==> src/rtl/jtsdram_pkg.sv <==
// Shared constants for the SDRAM bank request scheduler.
// Contents: bank count, address/data widths, per-bank FSM state encoding.
// No logic; imported by the interface, the bank channel and the scheduler top.
package jtsdram_pkg;
  localparam int NBANK = 4;
  localparam int AW    = 22;
  localparam int DW    = 32;

  typedef logic [1:0] state_t;
  localparam logic [1:0] ST_IDLE = 2'd0;
  localparam logic [1:0] ST_CMD  = 2'd1;
  localparam logic [1:0] ST_DATA = 2'd2;
endpackage

==> src/rtl/jtsdram_ba_sched_if.sv <==
// Bundle of the client request side and the 4-bank SDRAM port.
// slave: the scheduler (takes cl_req/cl_*, drives ba_* strobes and addresses).
// master: the traffic source plus SDRAM controller side (drives requests, ack/rdy/data).
interface jtsdram_ba_sched_if;
  import jtsdram_pkg::*;

  // client side
  logic [NBANK-1:0]    cl_req;
  logic                cl_we;
  logic [NBANK*AW-1:0] cl_addr;
  logic [15:0]         cl_din;
  logic [1:0]          cl_din_m;
  logic [NBANK-1:0]    cl_ack;
  logic [NBANK-1:0]    cl_valid;
  logic [NBANK*DW-1:0] cl_dout;
  logic [NBANK-1:0]    cl_tout;
  // SDRAM bank side
  logic [NBANK-1:0]    ba_rd;
  logic                ba_wr;
  logic [AW-1:0]       ba0_addr;
  logic [AW-1:0]       ba1_addr;
  logic [AW-1:0]       ba2_addr;
  logic [AW-1:0]       ba3_addr;
  logic [15:0]         ba0_din;
  logic [1:0]          ba0_din_m;
  logic [NBANK-1:0]    ba_ack;
  logic [NBANK-1:0]    ba_rdy;
  logic [DW-1:0]       data_read;

  modport slave (
    input  cl_req, cl_we, cl_addr, cl_din, cl_din_m, ba_ack, ba_rdy, data_read,
    output cl_ack, cl_valid, cl_dout, cl_tout, ba_rd, ba_wr,
           ba0_addr, ba1_addr, ba2_addr, ba3_addr, ba0_din, ba0_din_m
  );

  modport master (
    output cl_req, cl_we, cl_addr, cl_din, cl_din_m, ba_ack, ba_rdy, data_read,
    input  cl_ack, cl_valid, cl_dout, cl_tout, ba_rd, ba_wr,
           ba0_addr, ba1_addr, ba2_addr, ba3_addr, ba0_din, ba0_din_m
  );
endinterface

==> src/rtl/jtsdram_ba_chan.sv <==
// One SDRAM bank channel: IDLE -> CMD (strobe up) -> DATA -> IDLE, with timeout.
// Latency: strobe and ack_o rise on the grant edge; valid_o the cycle after rdy_i.
// Backpressure: strobe held until ack_i; gives up after TOUT cycles and sets sticky tout_o.
// Ports: grant_i/we_i/addr_i from admission, ack_i/rdy_i/data_i from the controller,
//        rd_o/wr_o/addr_o to the bank, ack_o/valid_o/dout_o/tout_o/busy_o to client/top.
module jtsdram_ba_chan
  import jtsdram_pkg::*;
#(
  parameter int TOUT = 1023,
  parameter int TW   = 10
) (
  input  logic          clk,
  input  logic          rst,
  input  logic          grant_i,
  input  logic          we_i,
  input  logic [AW-1:0] addr_i,
  input  logic          ack_i,
  input  logic          rdy_i,
  input  logic [DW-1:0] data_i,
  output logic          busy_o,
  output logic          ack_o,
  output logic          valid_o,
  output logic          tout_o,
  output logic          rd_o,
  output logic          wr_o,
  output logic [AW-1:0] addr_o,
  output logic [DW-1:0] dout_o
);
  state_t        st_q, st_d;
  logic          we_q, we_d, rd_q, rd_d, wr_q, wr_d;
  logic          ack_q, ack_d, valid_q, valid_d, tout_q, tout_d;
  logic [TW-1:0] cnt_q, cnt_d;
  logic [AW-1:0] addr_q, addr_d;
  logic [DW-1:0] dout_q, dout_d;
  logic          expire, done;

  // cnt_q counts cycles since the grant edge; this edge is the TOUT-th one
  assign expire = (cnt_q == TW'(TOUT - 1));
  // rdy only counts once the command was accepted (same cycle as ack, or later)
  assign done   = rdy_i & ((st_q == ST_DATA) | ((st_q == ST_CMD) & ack_i));

  always_comb begin
    st_d    = st_q;
    we_d    = we_q;
    rd_d    = rd_q;
    wr_d    = wr_q;
    ack_d   = 1'b0;
    valid_d = 1'b0;
    tout_d  = tout_q;
    cnt_d   = cnt_q;
    addr_d  = addr_q;
    dout_d  = dout_q;
    case (st_q)
      ST_IDLE: begin
        if (grant_i) begin
          st_d   = ST_CMD;
          addr_d = addr_i;
          we_d   = we_i;
          rd_d   = ~we_i;
          wr_d   = we_i;
          cnt_d  = '0;
          ack_d  = 1'b1;
        end
      end
      ST_CMD, ST_DATA: begin
        cnt_d = cnt_q + TW'(1);
        if (done) begin
          st_d    = ST_IDLE;
          valid_d = 1'b1;
          rd_d    = 1'b0;
          wr_d    = 1'b0;
          if (!we_q) dout_d = data_i;
        end else if ((st_q == ST_CMD) && ack_i) begin
          st_d = ST_DATA;
          rd_d = 1'b0;
          wr_d = 1'b0;
        end else if (expire) begin
          st_d   = ST_IDLE;
          tout_d = 1'b1;
          rd_d   = 1'b0;
          wr_d   = 1'b0;
        end
      end
      default: st_d = ST_IDLE;
    endcase
  end

  always_ff @(posedge clk or posedge rst) begin
    if (rst) begin
      st_q    <= ST_IDLE;
      we_q    <= 1'b0;
      rd_q    <= 1'b0;
      wr_q    <= 1'b0;
      ack_q   <= 1'b0;
      valid_q <= 1'b0;
      tout_q  <= 1'b0;
      cnt_q   <= '0;
      addr_q  <= '0;
      dout_q  <= '0;
    end else begin
      st_q    <= st_d;
      we_q    <= we_d;
      rd_q    <= rd_d;
      wr_q    <= wr_d;
      ack_q   <= ack_d;
      valid_q <= valid_d;
      tout_q  <= tout_d;
      cnt_q   <= cnt_d;
      addr_q  <= addr_d;
      dout_q  <= dout_d;
    end
  end

  assign busy_o  = (st_q != ST_IDLE);
  assign ack_o   = ack_q;
  assign valid_o = valid_q;
  assign tout_o  = tout_q;
  assign rd_o    = rd_q;
  assign wr_o    = wr_q;
  assign addr_o  = addr_q;
  assign dout_o  = dout_q;
endmodule

==> src/rtl/jtsdram_ba_sched.sv <==
// Round-robin admission of per-bank client requests onto the 4-bank SDRAM port.
// Latency: grant decided combinationally, cl_ack and strobe registered on the grant edge.
// Backpressure: at most one grant per cycle and no grant while MAXOUT banks are busy.
// Ports: clk, rst (async, active-high), bus (slave side of jtsdram_ba_sched_if).
module jtsdram_ba_sched
  import jtsdram_pkg::*;
#(
  parameter int MAXOUT = 4,
  parameter int TOUT   = 1023,
  parameter int TW     = 10
) (
  input logic               clk,
  input logic               rst,
  jtsdram_ba_sched_if.slave bus
);
  logic [NBANK-1:0]         busy, cand, grant, rd, wr, tout, ack, valid;
  logic [NBANK-1:0][AW-1:0] addr;
  logic [NBANK-1:0][DW-1:0] dout;
  logic [1:0]               ptr_q, ptr_d, idx;
  logic [2:0]               nout;
  logic [15:0]              din_q;
  logic [1:0]               din_m_q;

  assign cand = bus.cl_req & ~busy;

  always_comb begin
    nout = '0;
    for (int i = 0; i < NBANK; i++) nout = nout + {2'b00, busy[i]};
  end

  // first requesting idle bank at or after the pointer wins
  always_comb begin
    grant = '0;
    ptr_d = ptr_q;
    idx   = '0;
    if (nout < 3'(MAXOUT)) begin
      for (int i = 0; i < NBANK; i++) begin
        idx = ptr_q + 2'(i);
        if ((grant == '0) && cand[idx]) begin
          grant[idx] = 1'b1;
          ptr_d      = idx + 2'd1;
        end
      end
    end
  end

  // bank 0 write payload, captured together with the bank 0 grant
  always_ff @(posedge clk or posedge rst) begin
    if (rst) begin
      ptr_q   <= '0;
      din_q   <= '0;
      din_m_q <= '0;
    end else begin
      ptr_q <= ptr_d;
      if (grant[0]) begin
        din_q   <= bus.cl_din;
        din_m_q <= bus.cl_din_m;
      end
    end
  end

  for (genvar g = 0; g < NBANK; g++) begin : g_chan
    jtsdram_ba_chan #(
      .TOUT (TOUT),
      .TW   (TW)
    ) u_chan (
      .clk     (clk),
      .rst     (rst),
      .grant_i (grant[g]),
      .we_i    ((g == 0) ? bus.cl_we : 1'b0),
      .addr_i  (bus.cl_addr[AW*g +: AW]),
      .ack_i   (bus.ba_ack[g]),
      .rdy_i   (bus.ba_rdy[g]),
      .data_i  (bus.data_read),
      .busy_o  (busy[g]),
      .ack_o   (ack[g]),
      .valid_o (valid[g]),
      .tout_o  (tout[g]),
      .rd_o    (rd[g]),
      .wr_o    (wr[g]),
      .addr_o  (addr[g]),
      .dout_o  (dout[g])
    );
  end

  assign bus.cl_ack    = ack;
  assign bus.cl_valid  = valid;
  assign bus.cl_tout   = tout;
  assign bus.cl_dout   = dout;
  assign bus.ba_rd     = rd;
  // only bank 0 ever latches we=1, so the OR is bank 0's write strobe
  assign bus.ba_wr     = |wr;
  assign bus.ba0_addr  = addr[0];
  assign bus.ba1_addr  = addr[1];
  assign bus.ba2_addr  = addr[2];
  assign bus.ba3_addr  = addr[3];
  assign bus.ba0_din   = din_q;
  assign bus.ba0_din_m = din_m_q;
endmodule
==> src/flat_wrapper.sv <==
// flat-port wrapper written by rule: the top's interface ports become plain ports
module jtsdram_ba_sched_flat import jtsdram_pkg::*;
#(
  parameter int MAXOUT = 4,
  parameter int TOUT   = 1023,
  parameter int TW     = 10
)
  (clk, rst, bus_cl_req, bus_cl_we, bus_cl_addr, bus_cl_din, bus_cl_din_m, bus_ba_ack, bus_ba_rdy, bus_data_read, bus_cl_ack, bus_cl_valid, bus_cl_dout, bus_cl_tout, bus_ba_rd, bus_ba_wr, bus_ba0_addr, bus_ba1_addr, bus_ba2_addr, bus_ba3_addr, bus_ba0_din, bus_ba0_din_m);
  jtsdram_ba_sched_if bus_i ();
  input logic clk;
  input logic rst;
  input wire logic [$bits(bus_i.cl_req)-1:0] bus_cl_req;
  input wire logic [$bits(bus_i.cl_we)-1:0] bus_cl_we;
  input wire logic [$bits(bus_i.cl_addr)-1:0] bus_cl_addr;
  input wire logic [$bits(bus_i.cl_din)-1:0] bus_cl_din;
  input wire logic [$bits(bus_i.cl_din_m)-1:0] bus_cl_din_m;
  input wire logic [$bits(bus_i.ba_ack)-1:0] bus_ba_ack;
  input wire logic [$bits(bus_i.ba_rdy)-1:0] bus_ba_rdy;
  input wire logic [$bits(bus_i.data_read)-1:0] bus_data_read;
  output wire logic [$bits(bus_i.cl_ack)-1:0] bus_cl_ack;
  output wire logic [$bits(bus_i.cl_valid)-1:0] bus_cl_valid;
  output wire logic [$bits(bus_i.cl_dout)-1:0] bus_cl_dout;
  output wire logic [$bits(bus_i.cl_tout)-1:0] bus_cl_tout;
  output wire logic [$bits(bus_i.ba_rd)-1:0] bus_ba_rd;
  output wire logic [$bits(bus_i.ba_wr)-1:0] bus_ba_wr;
  output wire logic [$bits(bus_i.ba0_addr)-1:0] bus_ba0_addr;
  output wire logic [$bits(bus_i.ba1_addr)-1:0] bus_ba1_addr;
  output wire logic [$bits(bus_i.ba2_addr)-1:0] bus_ba2_addr;
  output wire logic [$bits(bus_i.ba3_addr)-1:0] bus_ba3_addr;
  output wire logic [$bits(bus_i.ba0_din)-1:0] bus_ba0_din;
  output wire logic [$bits(bus_i.ba0_din_m)-1:0] bus_ba0_din_m;
  assign bus_i.cl_req = bus_cl_req;
  assign bus_i.cl_we = bus_cl_we;
  assign bus_i.cl_addr = bus_cl_addr;
  assign bus_i.cl_din = bus_cl_din;
  assign bus_i.cl_din_m = bus_cl_din_m;
  assign bus_i.ba_ack = bus_ba_ack;
  assign bus_i.ba_rdy = bus_ba_rdy;
  assign bus_i.data_read = bus_data_read;
  assign bus_cl_ack = bus_i.cl_ack;
  assign bus_cl_valid = bus_i.cl_valid;
  assign bus_cl_dout = bus_i.cl_dout;
  assign bus_cl_tout = bus_i.cl_tout;
  assign bus_ba_rd = bus_i.ba_rd;
  assign bus_ba_wr = bus_i.ba_wr;
  assign bus_ba0_addr = bus_i.ba0_addr;
  assign bus_ba1_addr = bus_i.ba1_addr;
  assign bus_ba2_addr = bus_i.ba2_addr;
  assign bus_ba3_addr = bus_i.ba3_addr;
  assign bus_ba0_din = bus_i.ba0_din;
  assign bus_ba0_din_m = bus_i.ba0_din_m;
  jtsdram_ba_sched #(.MAXOUT(MAXOUT), .TOUT(TOUT), .TW(TW)) u_core (.clk(clk), .rst(rst), .bus(bus_i));
endmodule
==> config.mk <==
export PLATFORM = sky130hd
export DESIGN_NAME = jtsdram_ba_sched_flat
export DESIGN_NICKNAME = d
export VERILOG_FILES = /design/src/rtl/jtsdram_pkg.sv /design/src/rtl/jtsdram_ba_sched_if.sv /design/src/rtl/jtsdram_ba_chan.sv /design/src/rtl/jtsdram_ba_sched.sv /design/src/flat_wrapper.sv
export SDC_FILE = /design/constraint.sdc
export NUM_CORES = 1
export LEC_CHECK = 0
export ABC_AREA = 1
export CAP_MARGIN = 25
export CORE_MARGIN = 2
export CORE_UTILIZATION = 45
export CTS_CLUSTER_SIZE = 16
export DETAILED_ROUTE_END_ITERATION = 10
export PLACE_DENSITY_LB_ADDON = 0.12
export SLEW_MARGIN = 0
export SYNTH_ARGS = -nofsm -noshare
export SYNTH_HDL_FRONTEND = slang
export SYNTH_SLANG_ARGS = --single-unit
==> constraint.sdc <==
create_clock -name clk -period 12.5 [get_ports clk]
set_clock_uncertainty 0.15 [all_clocks]
set_input_delay 3.125 -clock clk [delete_from_list [all_inputs] [get_ports clk]]
set_output_delay 3.125 -clock clk [all_outputs]
set_load 0.005 [all_outputs]
After elaboration in Yosys (flattened, before gate mapping)
Cells that the tools add are included.

Register bits after elaboration: 305. Output and inout port bits: 251. Logic and storage cells: 266.

Add/sub/neg operators: 13. Magnitude comparators: 9. Equality and inequality tests: 20. Mux-type cells: 100. Bitwise gates (word level): 27. Reductions and logical operators: 57.

Operators by type and width (number): 10-bit case mux with 2 select lines (4); 1-bit 2-to-1 mux (44); 10-bit by 1-bit adder with 10-bit output, second input constant (4); 10-bit == test, second input constant (4); 10-bit 2-to-1 mux (4); 2-bit 2-to-1 mux (20); 4-bit 2-to-1 mux (8); 2-bit AND reduction (16); 4-bit inequality test, second input constant (4); 1-bit case mux with 2 select lines (8); 2-bit case mux with 2 select lines (4); 4-bit AND reduction (4); 2-bit nonzero test (8); 3-bit AND reduction (5); 4-bit zero test (3); 2-bit by 3-bit < comparator with 1-bit output, second input constant (4); 4-bit bitwise OR (3); 1-bit logical AND (11); 1-bit inverter (10); 2-bit by 1-bit adder with 2-bit output, second input constant (4); 1-bit bitwise AND (8); 1-bit binary-select mux with 2-bit select (4); 1-bit demux with 2-bit select (4); 2-bit by 1-bit == test with 1-bit output, second input constant (4); 14 further kinds (34).

Logic depth before layout (Yosys ltp)
Gate-level depths: netlist (run 1).

Word-level depth: 21. Gate-level depth with buffers: 23. Gate-level depth less buffers: 21.

Cells and area by module
A second synthesis (run 1) with hierarchy kept.

Cell total of the unflattened synthesis: 1669. Area total of the unflattened synthesis: 14601.5 µm².

Modules (own cells, without submodules): jtsdram_ba_chan (instances 4, cells an instance 369, area an instance 3296.9 µm², seq. area each 1801.7 µm²); jtsdram_ba_sched (instances 1, cells an instance 193, area an instance 1413.9 µm², seq. area each 500.5 µm²).

Worst setup path before layout (run 1)
Ideal clock, no wire load.

Path kind: input to register. Start: input port bus_cl_req[1]. End: register u_core.g_chan[0].u_chan.rd_q. Setup time: 0.118 ns. Arrival time: 4.844 ns. Path slack: 7.388 ns. Stages on the path: 19. Path buffers: 1. Path through: nand3_1 > nand3_2 > nand3_1 > nand2_1 > inv_1 > nand3_1 > nand3_1 > nor2_2 > nand3_1 > nand3_1 > nor2_4 > nand2_4 > nand2_1 > nand3_1 > buf_4 > nand2_4 > nand3_1 > nand2_1 > nand2_1.

Cells in the longest elaborated chain, start to end: 19. Elaborated cells between the ends (all ways): 28.

RTL lines: start: declaration (line flat_wrapper.sv:12) `input wire logic [$bits(bus_i.cl_req)-1:0] bus_cl_req;`; 4-bit bitwise AND (*) (line jtsdram_ba_sched.sv:24) `assign cand = bus.cl_req & ~busy;`; 1-bit binary-select mux with 2-bit select (line jtsdram_ba_sched.sv:39) `if ((grant == '0) && cand[idx]) begin`; 1-bit 2-to-1 mux (implied by the code) (line jtsdram_ba_sched.sv:39); 4-bit 2-to-1 mux (line jtsdram_ba_sched.sv:39); 4-bit 2-to-1 mux (line jtsdram_ba_sched.sv:36) `if (nout < 3'(MAXOUT)) begin`; 4-bit zero test (line jtsdram_ba_sched.sv:39); 1-bit logical AND (line jtsdram_ba_sched.sv:39); 4-bit 2-to-1 mux (line jtsdram_ba_sched.sv:39); (+3 left out); 4-bit 2-to-1 mux (line jtsdram_ba_sched.sv:39); 4-bit 2-to-1 mux (line jtsdram_ba_sched.sv:36); 4-bit zero test (line jtsdram_ba_sched.sv:39); 1-bit logical AND (line jtsdram_ba_sched.sv:39); 4-bit 2-to-1 mux (*) (line jtsdram_ba_sched.sv:39); 4-bit 2-to-1 mux (*) (line jtsdram_ba_sched.sv:36); 2-bit by 1-bit inequality test with 1-bit output (no line) (*); 3-bit AND reduction (no line) (*); end signal: assignment (line jtsdram_ba_chan.sv:103) `rd_q <= rd_d;`; end: declaration (line jtsdram_ba_chan.sv:30) `logic we_q, we_d, rd_q, rd_d, wr_q, wr_d;`.

Every way passes the cells marked *; elsewhere a longest branch is shown, timed or not. The select of a mux whose other input is x is not followed. A chain may end at the register's enable or synchronous reset.

Worst setup path in the final report (run 1)
Start: input port bus_cl_req[2]. End: register u_core.g_chan[3].u_chan.addr_q[1].

Cells in the longest elaborated chain, start to end: 18. Elaborated cells between the ends (all ways): 27.

RTL lines: 4-bit bitwise AND (*) (line jtsdram_ba_sched.sv:24); 1-bit binary-select mux with 2-bit select (line jtsdram_ba_sched.sv:39); 1-bit 2-to-1 mux (implied by the code) (line jtsdram_ba_sched.sv:39); 4-bit 2-to-1 mux (line jtsdram_ba_sched.sv:39); 4-bit 2-to-1 mux (line jtsdram_ba_sched.sv:36); 4-bit zero test (line jtsdram_ba_sched.sv:39); 1-bit logical AND (line jtsdram_ba_sched.sv:39); 4-bit 2-to-1 mux (line jtsdram_ba_sched.sv:39); (+2 left out); 1-bit logical AND (line jtsdram_ba_sched.sv:39); 4-bit 2-to-1 mux (line jtsdram_ba_sched.sv:39); 4-bit 2-to-1 mux (line jtsdram_ba_sched.sv:36); 4-bit zero test (line jtsdram_ba_sched.sv:39); 1-bit logical AND (line jtsdram_ba_sched.sv:39); 4-bit 2-to-1 mux (*) (line jtsdram_ba_sched.sv:39); 4-bit 2-to-1 mux (*) (line jtsdram_ba_sched.sv:36); 2-bit AND reduction (no line) (*); end signal: assignment (line jtsdram_ba_chan.sv:109) `addr_q <= addr_d;`; end: declaration (line jtsdram_ba_chan.sv:33) `logic [AW-1:0] addr_q, addr_d;`.

Marked as above.

==> results, run 1 <==
- The flow ran to the end, and the final reports show no timing, DRC or antenna violations.
- Walking the worst path, the cells encountered are clkdlybuf4s50_1, nand3_1, nand3_1, nand2_1, inv_2, nand2_1, inv_1, nand3_1, nand3_1, nor2_2, nand3_1, nand3_1, nor2_4, nand2_4, o21ai_2, nand3_2, inv_2, nand2_1, nand2_1.
- The estimated wirelength of the detail-placed design is 25110 um.
- The net count after synthesis is 1506.
- Setup repair after global routing left no endpoint under its margin.
- The endpoint class of the critical path is a register.
- The count of buffers added on input and output ports is 403.
- The CTS clock-pin slew for the worst setup and hold paths is 0.06 ns.
- The endpoint of the lowest-slack register-to-register path is u_core.g_chan[3].u_chan.addr_o[1]$_DFFE_PP0P_.
- For this design, the CTS-stage hold fixing added 0 buffers.
- After synthesis, the mean cell area works out to 10.08 um2.
- The leakage component of the power is 8.716 nW.
- The floorplan step defined a die boundary enclosing 0.03086 mm2.
- Counting flops and latches in the post-synthesis netlist gives 302.
- The final net count is 1893.
- STA classifies the critical path startpoint as an input pin.
- The cell row count is 62.
- Summed over all layers, the global routing overflow is 0.
- The slew at the pin with the worst max-slew slack is 1.035 ns.
- After detailed routing, the number of vias per cell comes to 4.973.
- The count of warnings emitted by yosys is 0.
- The most common cell type on the critical path is sky130_fd_sc_hd__nand3_1.
- The count of antenna-violating nets left after detailed routing is 0.
- The number of different library cells used by synthesis comes to 42.
- The largest individual stage delay along the critical path comes from the cell sky130_fd_sc_hd__nand3_2.
- Routability-driven placement finished with a final weighted congestion of 0.8973.
- The logic gate share of total power is 50.0%.
- The maximum root-to-sink buffer count is 3.
- The latest clock arrival within the worst-skew pair is 0.50 ns.
- The global-route wire length before repair is 56520 um.
- The count of unresolved DRC violations after routing is 0.
- The clock network accounts for 18.3% of the total power.
- For this configuration, the core starts out at a cell density of 45.95%.
- Wires add up to 35320 um.
- The leading register cell type out of synthesis is sky130_fd_sc_hd__dfrtp_1.
- Entering global routing, the biggest net connects 180 pins.
- In this run the worst path has a maximum fanout of 34.
- The final count of hold timing violations is 0.
- Setup slack on the worst reg-to-reg path comes out at 8.43 ns.
- The fraction of layout instances using a drive strength above 1 is 12.65%.
- The H-tree was split into 2 levels.
- The path with the worst hold slack has its endpoint at u_core.g_chan[2].u_chan.tout_o$_DFFE_PP0P_.
- The count of instances resized after the clock tree is built is 0.
- For the worst setup path, the data required time is 12.78 ns.
- After synthesis, the share of flip-flops with an asynchronous set or reset is 100.0%.
- The area growth from synthesis to final layout is 40.41%.
- Setup violations remaining at the end of the flow were counted as 0.
- The source of the worst hold timing path is u_core.g_chan[2].u_chan.tout_o$_DFFE_PP0P_.
- The number of antenna diodes in the final layout is 0.
- The number of antenna violations at the first check in global routing is 0.
- The total clock buffers created by CTS is 34.
- Across the run, the number of max-cap violations was 0.
- The tightest min-delay check is of the register to register type.
- The die extent in y is 175.7 um.
- The post-route fraction of the period consumed by the critical path is 49.26%.
- 404 I/O pins were placed.
- The net switching power is 0.001987 W.
- The routed length per instance is 16.76 um.
- The switching power as a share of total power is 37.96%.
- The number of pins exceeding their max-slew limit in the final report is 0.
- Summed over all failing endpoints, the final setup total negative slack is 0 ns.
- Sequential cells were found to cover 56.99% of the synthesized design area.
- The number of cells on the worst reg-to-reg path is 20.
- Data on the critical path arrives at its endpoint at 6.44 ns.
- In this design, the stage delay of the slowest critical-path cell is 0.58 ns.
- The floorplan step defined a core boundary enclosing 0.02886 mm2.
- Derived from the worst setup path, the maximum achievable clock frequency is 162.4 MHz.
- The worst hold path depth is 1.
- For this run, the total global-route usage over all layers was measured as 22.77%.
- The floorplan die width is 175.7 um.
- The relative slew slack is 31.02%.
- The initial DRC count is 658.
- Sequential cells account for 31.7% of the total power.
- Buffers added to address setup during post-CTS repair amount to 0.
- The worst voltage drop across the vdd grid is 171.2 uV.
- The power density of the placed cells is 281.1 mW/mm2.
- The final route contains 10480 vias.
- The total design power is 0.005234 W.
- TritonCTS built the clock tree.
- The clock sink count is 302.
- Before antenna repair, the detailed router went through 5 iterations.
- The number of standard cells after synthesis is 1316.
- The minimum clock period after layout is 6.157 ns.
- The worst register-to-register path begins at u_core.ptr_q[0]$_DFFE_PP0P_.
- The number of global-route vias before repair is 10720.
- The critical setup path kind is input pin to register.
- The number of flops mapped to enable cells by yosys is 0.
- The internal cell power is 0.003247 W.
- In this run the cell area of the synthesized design comes to 0.01326 mm2.
- The tree is rooted in a sky130_fd_sc_hd__clkbuf_16.
state kept, by name (all words and copies together), names as in the netlist:
register / count
u_core.g_chan.u_chan.cnt_q: 40
u_core.g_chan.u_chan.st_q: 8
u_core.g_chan.u_chan.valid_o: 4
u_core.g_chan.u_chan.ack_o: 4
u_core.g_chan.u_chan.dout_o: 128
u_core.g_chan.u_chan.rd_o: 4
u_core.g_chan.u_chan.addr_o: 88
u_core.g_chan.u_chan.tout_o: 4
u_core.bus.ba0_din: 16
u_core.ptr_q: 2
u_core.g_chan.u_chan.we_q: 1
u_core.bus.ba0_din_m: 2
u_core.g_chan.u_chan.wr_o: 1
area by class of cell:
| type | count | area [um2] |
|---|---|---|
| Clock inverter | 8 | 75.07 |
| Multi-Input combinational cell | 886 | 5139 |
| Tap cell | 384 | 480.5 |
| Clock buffer | 48 | 994.7 |
| Inverter | 70 | 270.3 |
| Timing Repair Buffer | 409 | 4104 |
| Sequential cell | 302 | 7557 |
| Fill cell | 2342 | 10240 |
how the worst max path moves through the flow:
stage	from	end	slack (ns)	cells past startpoint
final	bus_cl_req[2]	u_core.g_chan[3].u_chan.addr_o[1]$_DFFE_PP0P_	6.34	19
after global routing	bus_cl_req[1]	u_core.g_chan[2].u_chan.addr_o[19]$_DFFE_PP0P_	5.96	18
after CTS	bus_cl_req[2]	u_core.g_chan[2].u_chan.addr_o[15]$_DFFE_PP0P_	6.38	19
after detailed placement	bus_cl_req[2]	u_core.g_chan[2].u_chan.addr_o[17]$_DFFE_PP0P_	5.87	19
after global placement	bus_cl_req[2]	u_core.g_chan[2].u_chan.addr_o[19]$_DFFE_PP0P_	5.99	19
after floorplan	rst	u_core.bus.ba0_din[0]$_DFFE_PP0P_	0.88	1
synth_stat cells (3+ instances only):
cell	count	area share, %
sky130_fd_sc_hd__nand2_1	458	13
sky130_fd_sc_hd__dfrtp_1	302	57
sky130_fd_sc_hd__mux2_2	128	11
sky130_fd_sc_hd__nand3_1	93	3.5
sky130_fd_sc_hd__inv_1	62	1.8
sky130_fd_sc_hd__nor2_1	48	1.4
sky130_fd_sc_hd__ha_1	37	3.5
sky130_fd_sc_hd__buf_4	24	1.4
sky130_fd_sc_hd__o21ai_1	22	0.83
sky130_fd_sc_hd__clkbuf_1	16	0.45
sky130_fd_sc_hd__buf_2	14	0.53
sky130_fd_sc_hd__xor2_1	13	0.86
sky130_fd_sc_hd__nor3_1	11	0.42
sky130_fd_sc_hd__o21ai_0	11	0.42
sky130_fd_sc_hd__a21oi_1	9	0.34
sky130_fd_sc_hd__nand4_1	9	0.42
sky130_fd_sc_hd__inv_2	7	0.20
sky130_fd_sc_hd__xnor2_1	6	0.40
sky130_fd_sc_hd__nand3_2	5	0.38
sky130_fd_sc_hd__buf_1	4	0.11
sky130_fd_sc_hd__a31oi_1	3	0.14
sky130_fd_sc_hd__nand2_2	3	0.14
critical path: cells and delay by family:
kind | cells | cell delay [ns]
AOI/OAI and AO/OA | 1 | 0.15
buffers and inverters | 4 | 1.21
and+or+nand+nor | 14 | 1.93
power by group through the flow:
stage / Combinational, W / Clock [W] / Sequential [W]
global placement: 0.00260 / 0 / 0.00165
finish: 0.00262 / 0.000955 / 0.00166
floorplan: 0.00143 / 0 / 0.00168
CTS: 0.00265 / 0.000981 / 0.00166
global route: 0.00292 / 0.00102 / 0.00172
detailed placement: 0.00264 / 0 / 0.00167
routing by layer:
layer / track usage (%) / routed length (um) / up-vias
met2: 38.83 / 17170 / 350
met3: 7.251 / 3113 / 68
met1: 27.65 / 14050 / 5014
met4: 6.956 / 991 / 0
li1: - / - / 5047
met5: 0 / 0 / -
logic make-up (layout without fill, tap and decap cells):
group,after synthesis,count (layout),synth area share [%]
multiplexers,128,128,10.87
XOR/XNOR,19,19,1.255
flip-flops,302,302,56.99
adder cells (fa/ha/maj),37,37,3.491
buffers and inverters,128,535,4.434
AO/OA/AOI/OAI,61,61,2.821
AND/OR/NAND/NOR,641,641,20.14
stage by stage:
stage               area (um2)  hold WS, ns  setup slack, ns  cells  utilization, %
floorplan                13260       0.2877           0.8791   1316               -
detailed placement       17550       0.3118            5.869   2051           60.82
global route             18620       0.3399            5.964   2107           64.52
CTS                      18620       0.3262            6.381   2107           64.52
finish                   18620       0.3209            6.343   2107           64.52
global placement         17530       0.3038            5.988   2050           60.75
layout by cell type, fill, tap and decap left out, types with 3 or more instances in the layout:
master | netlist | final
sky130_fd_sc_hd__clkbuf_1 | 16 | 6
sky130_fd_sc_hd__nand3_2 | 5 | 5
sky130_fd_sc_hd__clkbuf_8 | 0 | 7
sky130_fd_sc_hd__o21ai_1 | 22 | 22
sky130_fd_sc_hd__nand4_1 | 9 | 9
sky130_fd_sc_hd__nand2_1 | 458 | 458
sky130_fd_sc_hd__o21ai_0 | 11 | 11
sky130_fd_sc_hd__clkbuf_16 | 0 | 35
sky130_fd_sc_hd__mux2_2 | 128 | 128
sky130_fd_sc_hd__nand2_2 | 3 | 3
sky130_fd_sc_hd__nand3_1 | 93 | 93
sky130_fd_sc_hd__nor2_4 | 2 | 5
sky130_fd_sc_hd__ha_1 | 37 | 37
sky130_fd_sc_hd__clkinv_2 | 0 | 4
sky130_fd_sc_hd__clkdlybuf4s50_1 | 0 | 403
sky130_fd_sc_hd__xor2_1 | 13 | 13
sky130_fd_sc_hd__inv_2 | 7 | 7
sky130_fd_sc_hd__a21oi_1 | 9 | 9
sky130_fd_sc_hd__dfrtp_1 | 302 | 302
sky130_fd_sc_hd__buf_4 | 24 | 4
sky130_fd_sc_hd__a31oi_1 | 3 | 3
sky130_fd_sc_hd__inv_1 | 62 | 61
sky130_fd_sc_hd__nor2_1 | 48 | 45
sky130_fd_sc_hd__xnor2_1 | 6 | 6
sky130_fd_sc_hd__nor3_1 | 11 | 11
Power figures use the tool's default switching activity.
==> run 2: changes to the inputs <==
==> constraint.sdc (replaced) <==
create_clock -name clk -period 6.4 [get_ports clk]
set_clock_uncertainty 0.15 [all_clocks]
set_input_delay 1.6 -clock clk [delete_from_list [all_inputs] [get_ports clk]]
set_output_delay 1.6 -clock clk [all_outputs]
set_load 0.005 [all_outputs]
==> run 2 against run 1 <==
Compared with the run above: flip-flop and latch count unchanged; non-clock buffer count up 3; clock-buffer cell count down 2; sequential share of layout area down 0.24 points.
==> results, run 2 (synthesis results as in run 1) <==
- The run finished with clean final reports.
- The total global routing track utilization is 23.61% (+0.83 points).
- The worst voltage drop across the vdd grid is 400.5 uV (+130%).
- For hold timing, the worst endpoint is u_core.g_chan[2].u_chan.tout_o$_DFFE_PP0P_.
- The global-route wire length before repair is 58420 um (+3.4%).
- The maximum root-to-sink buffer count was 3 (unchanged).
- The routed length per instance came to 17.26 um (+3.0%).
- The total die area was 0.03086 mm2 (unchanged).
- The floorplan die width is 175.7 um (unchanged).
- The worst hold path depth is 1 (unchanged).
- Leaving out fill and tap cells, the most frequent cells in the layout are 458 x sky130_fd_sc_hd__nand2_1, 403 x sky130_fd_sc_hd__clkdlybuf4s50_1, 302 x sky130_fd_sc_hd__dfrtp_1.
- The worst reg2reg path depth was 20 (unchanged).
- The cts-stage hold buffer count is 0 (unchanged).
- The sum of negative setup slack is 0 ns (unchanged).
- The total grt overflow is 0 (unchanged).
- The total clock buffers created by CTS is 34 (unchanged).
- The die extent in y was 175.7 um (unchanged).
- TritonCTS built the clock tree.
- The fraction of layout instances using a drive strength above 1 is 13.01% (+0.36 points).
- The number of flip-flops in the largest register came to 128 (unchanged).
- The global placer's final weighted congestion is 0.8870 (-1.1%).
- The count of antenna-violating nets left after detailed routing is 0 (unchanged).
- The number of global-route vias before repair was 10930 (+1.9%).
- The total number of vias is 10550 (+0.70%).
- The power density of the placed cells was 558.3 mW/mm2 (+99%).
- The H-tree depth is 2 (unchanged).
- The endpoint class of the critical path is a register.
- The via density per instance is 4.994 (+0.41%).
- The count of TritonRoute iterations in the first routing pass is 5 (unchanged).
- The area of the multi-input gates is 0.005139 mm2 (unchanged).
- The number of buffers added for setup after CTS is 0 (unchanged).
- The top fanout value on the critical path is 34 (unchanged).
- The final worst-path setup slack came to 1.661 ns (-4.682 ns).
- In this run the critical register-to-register path is launched from u_core.ptr_q[0]$_DFFE_PP0P_.
- The worst setup path is launched from an input pin.
- The final count of hold timing violations is 0 (unchanged).
- The number of antenna violations at the first check in global routing is 0 (unchanged).
- The critical setup path kind is input pin to register.
- Static timing analysis puts the maximum clock frequency at 211.0 MHz.
- Compared with the post-synthesis result, the final layout area differs by 41.26%.
- The source of the worst hold timing path is u_core.g_chan[2].u_chan.tout_o$_DFFE_PP0P_.
- The initial DRC count is 665 (+1.1%).
- The worst setup slack before clock tree synthesis is 1.215 ns (-4.654 ns).
- The CTS clock-pin slew for the worst setup and hold paths came to 0.06 ns (about the same).
- The library cell used most frequently in the layout, excluding fill and tap cells, is sky130_fd_sc_hd__nand2_1.
- The minimum clock period after layout is 4.739 ns.
- The required time at the worst-slack endpoint came to 6.69 ns (-6.09 ns).
- The pin count of the biggest net entering global routing was 133 (-26%).
- The worst register-to-register path ends at u_core.g_chan[3].u_chan.addr_o[19]$_DFFE_PP0P_.
- In this run the worst hold path is classified as register to register.
- The count of filler cells inserted in the layout is 2303 (-1.7%).
- In the finished design, the share of the clock period the worst path needs comes to 74.04%.
- Setup repair after global routing left no endpoint under its margin.
- The relative slew slack was 40.64% (+9.6 points).
- The total of buffers placed on input and output ports is 403 (unchanged).
- The area of all sequential standard cells was 0.007557 mm2 (unchanged).
- The slew at the pin with the worst max-slew slack is 0.8886 ns (-0.1461 ns).
- The leakage component of the power came to 8.770 nW (+0.63%).
- The number of top-level pins is 404 (unchanged).
- The number of pins exceeding their max-slew limit in the final report was 0 (unchanged).
- The count of instances resized after the clock tree is built came to 0 (unchanged).
- The critical path arrival is 5.03 ns (-1.41 ns).
- The setup slack on the worst flop-to-flop path is 2.25 ns (-6.18 ns).
- The initial core utilization was 45.95% (unchanged).
- The clock root buffer master is sky130_fd_sc_hd__clkbuf_16.
- The estimated wirelength of the detail-placed design is 25790 um (+2.7%).
- The diode insertion count for antenna repair is 0 (unchanged).
- The clock sink count was 302 (unchanged).
- The final net count came to 1896 (+0.16%).
- The core outline area came to 0.02886 mm2 (unchanged).
- The number of max-cap violations was 0 (unchanged).
- The cell row count is 62 (unchanged).
- The count of unresolved DRC violations after routing is 0 (unchanged).
- The latest clock arrival within the worst-skew pair is 0.50 ns (about the same).
- The setup violation total in the final timing report is 0 (unchanged).
- The total routed wirelength was 36470 um (+3.3%).
run 2: worst max path at each step:
stage                       start                                        endpoint  cells after the start
CTS                 bus_cl_req[2]  u_core.g_chan[3].u_chan.addr_o[19]$_DFFE_PP0P_                     16
global placement    bus_cl_req[0]  u_core.g_chan[3].u_chan.addr_o[20]$_DFFE_PP0P_                     19
detailed placement  bus_cl_req[2]  u_core.g_chan[3].u_chan.addr_o[19]$_DFFE_PP0P_                     16
finish              bus_cl_req[2]  u_core.g_chan[3].u_chan.addr_o[19]$_DFFE_PP0P_                     16
floorplan                     rst               u_core.bus.ba0_din[0]$_DFFE_PP0P_                      1
global route        bus_cl_req[2]  u_core.g_chan[3].u_chan.addr_o[19]$_DFFE_PP0P_                     16
run 2: report_power, final:
part	total [W]	internal [W]	switching, W
clock	0.00201	0.00124	0.000777
combinational	0.00519	0.00245	0.00274
sequential	0.00325	0.00278	0.000473
run 2: routing by layer:
metal  track usage, %  part of all wire [%]  vias up
li1                 -                     -     5045
met1            28.84                    41     5086
met2            40.50                    49      365
met3            7.294                   8.2       56
met4            6.577                   2.4        0
met5                0                     0        -
run 2: per-stage QoR:
stage          power (W)  std cells  area (um2)  hold WS (ns)  util [%]
4_1_cts          0.01056       2113       18730        0.3223     64.92
3_3_place_gp    0.008362       2054       17570        0.3055     60.88
5_1_grt          0.01126       2113       18730        0.3363     64.92
6_report         0.01046       2113       18730        0.3163     64.92
2_1_floorplan   0.006084       1316       13270        0.2877         -
3_5_place_dp    0.008478       2054       17570        0.3075     60.88
run 2: cell type report:
class	instances	share of cell area (%)
clock inverters	13	0.9952
inverters	70	1.423
multi-input cells	886	27.43
well taps	384	2.565
repair buffers	412	22.03
clock buffers	46	5.216
flip-flops and latches	302	40.34
run 2: critical path: stages:
cell and delay, ns:
sky130_fd_sc_hd__clkdlybuf4s50_1 0.44, sky130_fd_sc_hd__nand3_1 0.14, sky130_fd_sc_hd__nand3_2 0.14, sky130_fd_sc_hd__o211ai_2 0.16, sky130_fd_sc_hd__nand4_1 0.17, sky130_fd_sc_hd__nand2_1 0.13, sky130_fd_sc_hd__nor2_2 0.08, sky130_fd_sc_hd__nand3_1 0.09
sky130_fd_sc_hd__nand3_1 0.11, sky130_fd_sc_hd__nor2_4 0.22, sky130_fd_sc_hd__nand2_4 0.13, sky130_fd_sc_hd__o21ai_2 0.17, sky130_fd_sc_hd__nand3_2 0.61, sky130_fd_sc_hd__inv_2 0.60, sky130_fd_sc_hd__nand2_1 0.12, sky130_fd_sc_hd__nand2_1 0.09
==> run 3: changes to the inputs <==
--- a/config.mk
+++ b/config.mk
@@ -8,7 +8,7 @@
 export ABC_AREA = 1
 export CAP_MARGIN = 25
 export CORE_MARGIN = 2
-export CORE_UTILIZATION = 45
+export CORE_UTILIZATION = 43
 export CTS_CLUSTER_SIZE = 16
 export DETAILED_ROUTE_END_ITERATION = 10
 export PLACE_DENSITY_LB_ADDON = 0.12
==> constraint.sdc (replaced) <==
create_clock -name clk -period 4.05 [get_ports clk]
set_clock_uncertainty 0.15 [all_clocks]
set_input_delay 1.0125 -clock clk [delete_from_list [all_inputs] [get_ports clk]]
set_output_delay 1.0125 -clock clk [all_outputs]
set_load 0.005 [all_outputs]
==> run 3 against run 2 <==
Compared with the run above: non-clock buffer count up 8; final cell count is 1.1% higher; register-to-register slack got worse by 1.6 ns; final area grew 0.73%; clock-buffer cell count grew 5; global-route usage is 1.4 points lower; worst hold slack gained 0.0060 ns; die area grew 4.5%; first-iteration DRC count decreased by 27%; critical path depth grew 5; sequential share of layout area down 0.29 points; utilization fell by 3.1 points; critical endpoint is now u_core.bus.ba0_din[3]$_DFFE_PP0P_; largest cell class unchanged.
==> results, run 3 (synthesis results as in run 1) <==
- The count of unresolved DRC violations after routing came to 0 (unchanged).
- The final net count was 1905 (+0.47%).
- The floorplan die width is 179.6 um (+2.2%).
- The stage delay of the slowest cell on the critical path is 0.47 ns (-0.14 ns).
- The final non-filler cell area is 0.01887 mm2 (+0.73%).
- The initial DRC count is 488 (-27%).
- The core outline area is 0.03051 mm2 (+5.7%).
- The sum of negative setup slack is 0 ns (unchanged).
- The buffer and inverter count on the worst path is 6 (+4).
- The cts-stage hold buffer count came to 0 (unchanged).
- The H-tree depth is 2 (unchanged).
- The total number of vias is 10470 (-0.74%).
- The count of non-filler cells in the finished layout is 2136 (+1.1%).
- The total design power is 0.01658 W (+59%).
- The total of buffers placed on input and output ports was 403 (unchanged).
- The global-route wire length before repair came to 58110 um (-0.52%).
- In the layout the commonest cells are 458 x sky130_fd_sc_hd__nand2_1, 403 x sky130_fd_sc_hd__clkdlybuf4s50_1, 302 x sky130_fd_sc_hd__dfrtp_1.
- The pin count of the biggest net entering global routing is 88 (-34%).
- The top fanout value on the critical path is 19 (-44%).
- The latest clock arrival within the worst-skew pair is 0.51 ns (about the same).
- The area of all sequential standard cells is 0.007557 mm2 (unchanged).
- The estimated wirelength of the detail-placed design is 25490 um (-1.2%).
- The total die area is 0.03226 mm2 (+4.5%).
- The number of pins exceeding their max-slew limit in the final report came to 0 (unchanged).
- The number of instances in the placed design was 2074 (+0.97%).
- The minimum clock period after layout is 3.426 ns.
- The count of TritonRoute iterations in the first routing pass came to 5 (unchanged).
- The number of flip-flops in the largest register came to 128 (unchanged).
- The number of antenna violations at the first check in global routing is 1 (+1).
- The highest clock frequency the design can meet is 291.9 MHz.
- The most common cell type on the critical path is sky130_fd_sc_hd__nand3_1.
- The number of buffers added for setup after CTS is 0 (unchanged).
- The initial core utilization was 43.47% (-2.5 points).
- The number of top-level pins came to 404 (unchanged).
- The final worst-path setup slack is 0.6240 ns (-1.037 ns).
- The clock sink count is 302 (unchanged).
- The critical setup path kind is register to register.
- The via density per instance is 4.904 (-1.8%).
- The total global routing track utilization came to 22.24% (-1.4 points).
- The count of instances resized after the clock tree is built is 0 (unchanged).
- The count of filler cells inserted in the layout is 2537 (+10%).
- The die extent in y is 179.6 um (+2.2%).
- The TritonCTS clock tree is done.
- The worst setup path is launched from a register.
- The worst setup slack before clock tree synthesis was 0.1506 ns (-1.065 ns).
- The global placer's final weighted congestion is 0.8826 (-0.50%).
- The critical path arrival was 3.72 ns (-1.31 ns).
- The slew at the pin with the worst max-slew slack is 0.6647 ns (-0.2239 ns).
- The total grt overflow was 0 (unchanged).
- The maximum root-to-sink buffer count is 3 (unchanged).
- The required time at the worst-slack endpoint came to 4.35 ns (-2.34 ns).
- The cell row count is 64 (+3.2%).
- The kind of path behind the tightest hold check is register to register.
- The area of the multi-input gates is 0.005139 mm2 (unchanged).
- The commonest non-fill, non-tap cell in the layout is sky130_fd_sc_hd__nand2_1.
- The number of max-cap violations is 0 (unchanged).
- The area growth from synthesis to final layout is 42.30%.
- The worst voltage drop across the vdd grid was 487.8 uV (+22%).
- The instance area after placement is 0.01768 mm2 (+0.64%).
- The routed length per instance is 16.84 um (-2.4%).
- The leakage component of the power is 8.835 nW (+0.73%).
- The count of antenna-violating nets left after detailed routing was 0 (unchanged).
- The final count of hold timing violations is 0 (unchanged).
- The number of global-route vias before repair was 10680 (-2.3%).
- The fraction of layout instances using a drive strength above 1 came to 13.51% (+0.50 points).
- The total routed wirelength is 35970 um (-1.4%).
- The total clock buffers created by CTS is 35 (+2.9%).
- The clock root buffer master is sky130_fd_sc_hd__clkbuf_16.
- The setup violation total in the final timing report is 0 (unchanged).
- Setup repair after global routing left no endpoint under its margin.
- Walking the worst path, the cells encountered are inv_1, ha_1, inv_1, nand3_1, nand2_1, inv_2, nand2_1, inv_1, nand3_1, nand3_1, nor2_2, nand3_1, nand3_1, nor2_4, nand2_4, nand2_1, nand3_1, buf_12, inv_2, nand2_1, nand2_1.
- The critical-path cell with the highest stage delay is sky130_fd_sc_hd__dfrtp_1.
- The power density of the placed cells is 878.5 mW/mm2 (+57%).
- The flow ran to the end, and the final reports show no timing, DRC or antenna violations.
- The cell family contributing the most delay on the critical path is simple AND/OR/NAND/NOR gates.
- The post-route fraction of the period consumed by the critical path is 84.59%.
- The CTS clock-pin slew for the worst setup and hold paths is 0.06 ns (about the same).
- STA classifies the critical path endpoint as a register.
- The relative slew slack is 55.22% (+15 points).
## run 3: cell types whose count changed in the layout (fill, tap and decap cells not counted), moves of 2 or more
| cell | previous run | this run |
|---|---|---|
| sky130_fd_sc_hd__clkbuf_8 | 6 | 11 |
| sky130_fd_sc_hd__buf_4 | 7 | 12 |
| sky130_fd_sc_hd__buf_12 | 2 | 5 |
| sky130_fd_sc_hd__bufinv_16 | 4 | 2 |
## run 3: area by class of cell
type	count	share of cell area, %
repair buffers	420	22.38
inverters	70	1.412
multi-input cells	886	27.23
well taps	396	2.626
flip-flops and latches	302	40.05
clock inverters	10	0.7426
diodes	1	0.01326
clock buffers	51	5.543
## run 3: stage by stage
| step | hold slack [ns] | utilization (%) |
|---|---|---|
| after floorplan | 0.2877 | - |
| after global placement | 0.3014 | 57.96 |
| after detailed placement | 0.3131 | 57.96 |
| after CTS | 0.3291 | 61.84 |
| after global routing | 0.3490 | 61.85 |
| final | 0.3223 | 61.85 |
## run 3: worst reg2reg max path, cell delays in order (launching register included)
cell	delay (ns)
sky130_fd_sc_hd__dfrtp_1	0.47
sky130_fd_sc_hd__inv_1	0.19
sky130_fd_sc_hd__ha_1	0.39
sky130_fd_sc_hd__inv_1	0.09
sky130_fd_sc_hd__nand3_1	0.08
sky130_fd_sc_hd__nand2_1	0.08
sky130_fd_sc_hd__inv_2	0.09
sky130_fd_sc_hd__nand2_1	0.06
sky130_fd_sc_hd__inv_1	0.05
sky130_fd_sc_hd__nand3_1	0.07
sky130_fd_sc_hd__nand3_1	0.12
sky130_fd_sc_hd__nor2_2	0.08
sky130_fd_sc_hd__nand3_1	0.09
sky130_fd_sc_hd__nand3_1	0.11
sky130_fd_sc_hd__nor2_4	0.21
sky130_fd_sc_hd__nand2_4	0.12
sky130_fd_sc_hd__nand2_1	0.07
sky130_fd_sc_hd__nand3_1	0.18
sky130_fd_sc_hd__buf_12	0.23
sky130_fd_sc_hd__inv_2	0.24
sky130_fd_sc_hd__nand2_1	0.11
sky130_fd_sc_hd__nand2_1	0.08
## run 3: final timing paths
kind                                                     startpoint                                        endpoint  slack, ns  cells past startpoint
max                                     u_core.ptr_q[1]$_DFFE_PP0P_               u_core.bus.ba0_din[3]$_DFFE_PP0P_       0.62                     21
max reg2reg                             u_core.ptr_q[1]$_DFFE_PP0P_               u_core.bus.ba0_din[3]$_DFFE_PP0P_       0.62                     21
min                        u_core.g_chan[2].u_chan.rd_o$_DFFE_PP0P_        u_core.g_chan[2].u_chan.rd_o$_DFFE_PP0P_       0.32                      2
max in group asynchronous                                       rst  u_core.g_chan[2].u_chan.addr_o[18]$_DFFE_PP0P_       2.34                      3
min in group asynchronous                                       rst  u_core.g_chan[3].u_chan.dout_o[27]$_DFFE_PP0P_       0.65                      2
min reg2reg                u_core.g_chan[2].u_chan.rd_o$_DFFE_PP0P_        u_core.g_chan[2].u_chan.rd_o$_DFFE_PP0P_       0.32                      2
## run 3: routing by layer
layer,GRT usage [%],routed length [um],vias to the layer above
met2,37.78,17500,314
met1,26.87,14480,5030
met3,6.848,2738,69
li1,-,-,5061
met4,7.610,1249,0
met5,0,0,-
## run 3: report_power, final
group / switching (W) / internal, W
combinational: 0.00428 / 0.00399
sequential: 0.000742 / 0.00439
clock: 0.00125 / 0.00193
